**src/rtl/mini_proc_gen.sv**
```systemverilog
// rtl/mini_proc_gen.sv - multi-cycle mini processor with parametrised width, register count and Z/C flags
module mini_proc_gen #(
    parameter int DW = 16,
    parameter int NR = 8,
    parameter int RW = $clog2(NR),
    parameter int IW = 3 + 2*RW
) (
    input  logic             Clock,
    input  logic             Reset,
    input  logic             Run,
    input  logic [DW-1:0]    DIN,
    output logic             Done,
    output logic             Busy,
    output logic [DW-1:0]    Bus,
    output logic             Z,
    output logic             C,
    output logic [NR*DW-1:0] R_flat
);
    typedef enum logic [1:0] {T0, T1, T2, T3} state_t;
    typedef enum logic [2:0] {
        OP_MV, OP_MVI, OP_ADD, OP_SUB, OP_AND, OP_OR, OP_XOR, OP_MVNZ
    } op_t;

    state_t        state;
    logic [IW-1:0] ir;
    logic [DW-1:0] a;
    logic [DW-1:0] g;
    logic [DW-1:0] regs [NR];

    op_t           opcode;
    logic [RW-1:0] rx;
    logic [RW-1:0] ry;
    logic [DW-1:0] reg_x;
    logic [DW-1:0] reg_y;
    logic          short_op;
    logic [DW-1:0] alu_res;
    logic          alu_c;

    assign opcode   = op_t'(ir[IW-1 -: 3]);
    assign rx       = ir[2*RW-1:RW];
    assign ry       = ir[RW-1:0];
    assign reg_x    = regs[rx];
    assign reg_y    = regs[ry];
    assign short_op = (opcode == OP_MV) || (opcode == OP_MVI) || (opcode == OP_MVNZ);

    assign Busy = (state != T0);
    assign Done = ((state == T1) && short_op) || (state == T3);

    always_comb begin
        Bus = '0;
        case (state)
            T0: Bus = '0;
            T1: begin
                if (opcode == OP_MVI)
                    Bus = DIN;
                else if (short_op)
                    Bus = reg_y;
                else
                    Bus = reg_x;
            end
            T2: Bus = reg_y;
            T3: Bus = g;
            default: Bus = '0;
        endcase
    end

    // Subtraction borrow is simply Rx < Ry on the unsigned operands.
    always_comb begin
        alu_res = '0;
        alu_c   = 1'b0;
        case (opcode)
            OP_ADD: {alu_c, alu_res} = {1'b0, a} + {1'b0, reg_y};
            OP_SUB: begin
                alu_res = a - reg_y;
                alu_c   = (a < reg_y);
            end
            OP_AND: alu_res = a & reg_y;
            OP_OR:  alu_res = a | reg_y;
            OP_XOR: alu_res = a ^ reg_y;
            default: begin
                alu_res = '0;
                alu_c   = 1'b0;
            end
        endcase
    end

    always_ff @(posedge Clock or posedge Reset) begin
        if (Reset) begin
            state <= T0;
            ir    <= '0;
            a     <= '0;
            g     <= '0;
            Z     <= 1'b0;
            C     <= 1'b0;
            for (int k = 0; k < NR; k++)
                regs[k] <= '0;
        end else begin
            case (state)
                T0: begin
                    if (Run) begin
                        ir    <= DIN[IW-1:0];
                        state <= T1;
                    end
                end
                T1: begin
                    case (opcode)
                        OP_MV: begin
                            regs[rx] <= reg_y;
                            state    <= T0;
                        end
                        OP_MVI: begin
                            regs[rx] <= DIN;
                            state    <= T0;
                        end
                        OP_MVNZ: begin
                            if (!Z)
                                regs[rx] <= reg_y;
                            state <= T0;
                        end
                        default: begin
                            a     <= Bus;
                            state <= T2;
                        end
                    endcase
                end
                T2: begin
                    g     <= alu_res;
                    C     <= alu_c;
                    Z     <= (alu_res == '0);
                    state <= T3;
                end
                T3: begin
                    regs[rx] <= g;
                    state    <= T0;
                end
                default: state <= T0;
            endcase
        end
    end

    for (genvar k = 0; k < NR; k++) begin : g_flat
        assign R_flat[k*DW +: DW] = regs[k];
    end
endmodule
```
**config.mk**
```make
export PLATFORM = sky130hd
export DESIGN_NAME = mini_proc_gen
export DESIGN_NICKNAME = d
export VERILOG_FILES = /design/src/rtl/mini_proc_gen.sv
export SDC_FILE = /design/constraint.sdc
export NUM_CORES = 1
export LEC_CHECK = 0
export CAP_MARGIN = 10
export CORE_MARGIN = 1.5
export CORE_UTILIZATION = 40
export CTS_CLUSTER_SIZE = 8
export DETAILED_ROUTE_END_ITERATION = 7
export PLACE_DENSITY_LB_ADDON = 0.15
export SYNTH_ARGS = -nofsm -noshare
export SYNTH_HDL_FRONTEND = slang
export SYNTH_SLANG_ARGS = --single-unit
```
**constraint.sdc**
```tcl
create_clock -name Clock -period 15.4 [get_ports Clock]
set_clock_uncertainty 0.2 [all_clocks]
set_input_delay 3.08 -clock Clock [delete_from_list [all_inputs] [get_ports Clock]]
set_output_delay 3.08 -clock Clock [all_outputs]
set_load 0.03 [all_outputs]
```
==> summary.md <==
| Metric | Value |
|---|---|
| Status | finished clean |
| CP Cell Sequence | clkdlybuf4s50_1 > a32oi_1 > o21ai_0 > a21oi_1 > nor2_1 > clkdlybuf4s50_1 |
| DR iter-0 viols | 1,015 |
| Antenna violations before repair | 0 |
| Via/cell ratio | 5.93 |
| Yosys warning count | 0 |
| Largest net degree at the start of global routing | 71 |
| H-tree depth | 4 |
| Seq/Total Area, Yosys | 37.4% |
| Setup TNS | 0 ns |
| Die height | 173 um |
| Crit Path Max Fanout | 4 |
| Setup repair bufs after CTS | 0 |
| Post-DR wirelength/cell | 22.6 um |
| CP Class | in -> out |
| CTS tree | yes |
| Total GRT Usage | 27.9% |
| Async set-reset flop share out of synthesis | 100% |
| Mapped Area | 11,600 um2 |
| CTS max path bufs | 2 |
| Setup violators final | 0 |
| DPL Wire Length | 29.7 mm |
| Synthesized Nets | 1,432 |
| Antenna fix cells | 0 |
| Worst-Skew Late Latency | 0.45 ns |
| RSZ-0062 raised after global routing | no |
| Final Cycle Share | 52.8% |
| Commonest non-fill, non-tap cells in the layout | o21ai_0, nand2_1, dfrtp_1 |
| Synth unique cells | 78 |
| Post-Syn Instances | 1,358 |
| CP Capture Type | output port |
| Die W | 173 um |
| Core area | 28,600 um2 |
| Detailed Route WL | 42.3 mm |
| Worst EP arrival | 4.85 ns |
| Hold WC Path Type | reg -> reg |
| Layout Nets | 1,546 |
| GRT overflow | 0 |
| Clock transition at path regs | 0.08 ns |
| Die area | 30,000 um2 |
| Max Slew Vio Count | 0 |
| Final antenna-violating net count | 0 |
| Vias | 11.1k |
| Worst-Margin Slew | 1.19 ns |
| Number of remaining DRC errors | 0 |
| Post-layout min period | 8.13 ns |
| Max Fclk | 123 MHz |
| Max-Cap Viols | 0 |
| P&R area growth vs syn | 22.5% |
| CTS buffer count | 17 |
| Top FF cell, synth | dfrtp_1 |
| Hold_buf cts | 0 |
| Initial Util | 40.5% |
| Placer Congestion | 0.935 |
| PortBufs | 166 |
| Slowest cell on crit path | clkdlybuf4s50_1 |
| Clk root buf | clkbuf_16 |
| Vias in the first global route | 10.4k |
| 1st-pass router iterations | 5 |
| WP data required | 12.12 ns |
| First-pass GRT wire length | 64.3 mm |
| Commonest non-fill, non-tap cell in the layout | o21ai_0 |
| CP Launch Type | input port |
| Post-synth EDFFs | 0 |
| Avg Inst Size Synth | 8.53 um2 |
| Seq cells post-synth | 173 |
| CP most frequent cell | clkdlybuf4s50_1 |
| IO Pins | 167 |
| Crit-path max cell delay | 0.69 ns |
| Relative slew margins | 20.4% |
| Endpoints failing hold | 0 |
| Flop-to-flop setup slack | 10.01 ns |
| CTS resizes | 0 |
| Row cnt | 62 |
| Clock sink count | 173 |
| Layout cells sized above 1 | 9.43% |
synth_stat cells, types with 3 or more instances:
cell	instances	area, um2
a31oi_1	4	25.0
mux2i_1	41	410
nand2b_1	10	62.6
a21oi_1	114	571
a22oi_1	6	45.0
or2_2	5	31.3
nor2b_1	9	56.3
o41ai_1	3	26.3
buf_1	14	52.6
mux4_2	39	878
o21a_1	5	37.5
ha_1	53	663
nand4_1	5	31.3
nand3_1	14	70.1
mux2_2	15	169
a211o_1	3	26.3
o221ai_1	4	35.0
dfrtp_1	173	4330
nand2_1	220	826
o21ai_0	223	1120
clkbuf_1	85	319
o21ai_1	15	75.1
a32oi_1	4	35.0
o22ai_1	21	131
o31ai_1	6	45.0
nor3b_1	6	45.0
a221o_1	4	40.0
nor4_1	4	25.0
o32ai_1	3	26.3
and2_1	3	18.8
or3_1	3	18.8
inv_1	49	184
nor2_1	92	345
buf_2	6	30.0
nor3_1	18	90.1
o21bai_1	4	30.0
o211ai_1	9	67.6
nand4b_1	3	26.3
a211oi_1	15	113
registers in the layout, indices dropped and copies added (netlist names), named ones only:
name and cells:
state 1, Z 1, ir 9, g 16, a 16, R_flat 128
C 1
layout make-up:
cell class                 count  area [um2]
clock inverter                14         165
timing repair buffer         200        1920
multi-input combinational   1030        6680
clock buffer                  18         429
sequential                   173        4330
tap                          384         480
fill                        2730       14400
inverter                      50         193
stage by stage:
| stage | util (%) | area, um2 | cells | setup slack, ns | hold slack (ns) |
|---|---|---|---|---|---|
| 6_report | 49.6 | 14200 | 1869 | 7.27 | 0.313 |
| 5_1_grt | 49.6 | 14200 | 1869 | 7.15 | 0.348 |
| 4_1_cts | 49.6 | 14200 | 1869 | 7.28 | 0.316 |
| 3_5_place_dp | 47.5 | 13600 | 1837 | 7.29 | 0.292 |
| 3_3_place_gp | 47.5 | 13600 | 1837 | 7.32 | 0.286 |
| 2_1_floorplan | - | 11600 | 1358 | 7.43 | 0.267 |
final timing paths:
path                         endpoint  cells past startpoint  startpoint
max                            Bus[2]                      6      DIN[2]
min                              g[0]                      2        g[0]
max reg2reg                         Z                     12       ir[0]
min reg2reg                      g[0]                      2        g[0]
max in group asynchronous  R_flat[28]                      4       Reset
min in group asynchronous        a[5]                      2       Reset
cells by family (layout without fill, tap and decap cells):
group	Yosys count	after routing	share of synthesized area [%]
buffers and inverters	155	282	5.09
AND/OR/NAND/NOR	404	404	15.0
XOR/XNOR	2	2	0.151
multiplexers	96	96	12.7
adder cells (fa/ha/maj)	55	55	6.07
flip-flops	173	173	37.4
AO/OA/AOI/OAI	473	473	23.6
worst max-delay path: cells and delay by family:
kind	cells	cell delay [ns]
buffers and inverters	2	1.21
AOI/OAI and AO/OA	3	0.41
and+or+nand+nor	1	0.15
layer usage:
layer | global-route usage [%] | part of all wire, % | wire length (um) | vias to the layer above
met4 | 8.77 | 2.3 | 957 | 0
met1 | 39.5 | 44 | 18800 | 5439
met2 | 44.0 | 46 | 19500 | 491
li1 | - | - | - | 5090
met5 | 0 | 0 | 0 | -
met3 | 4.51 | 7.1 | 3010 | 62
Power is left out: the tool's default activity adds up to more than one toggle a clock period on the data nets, which glitch-free logic cannot reach.
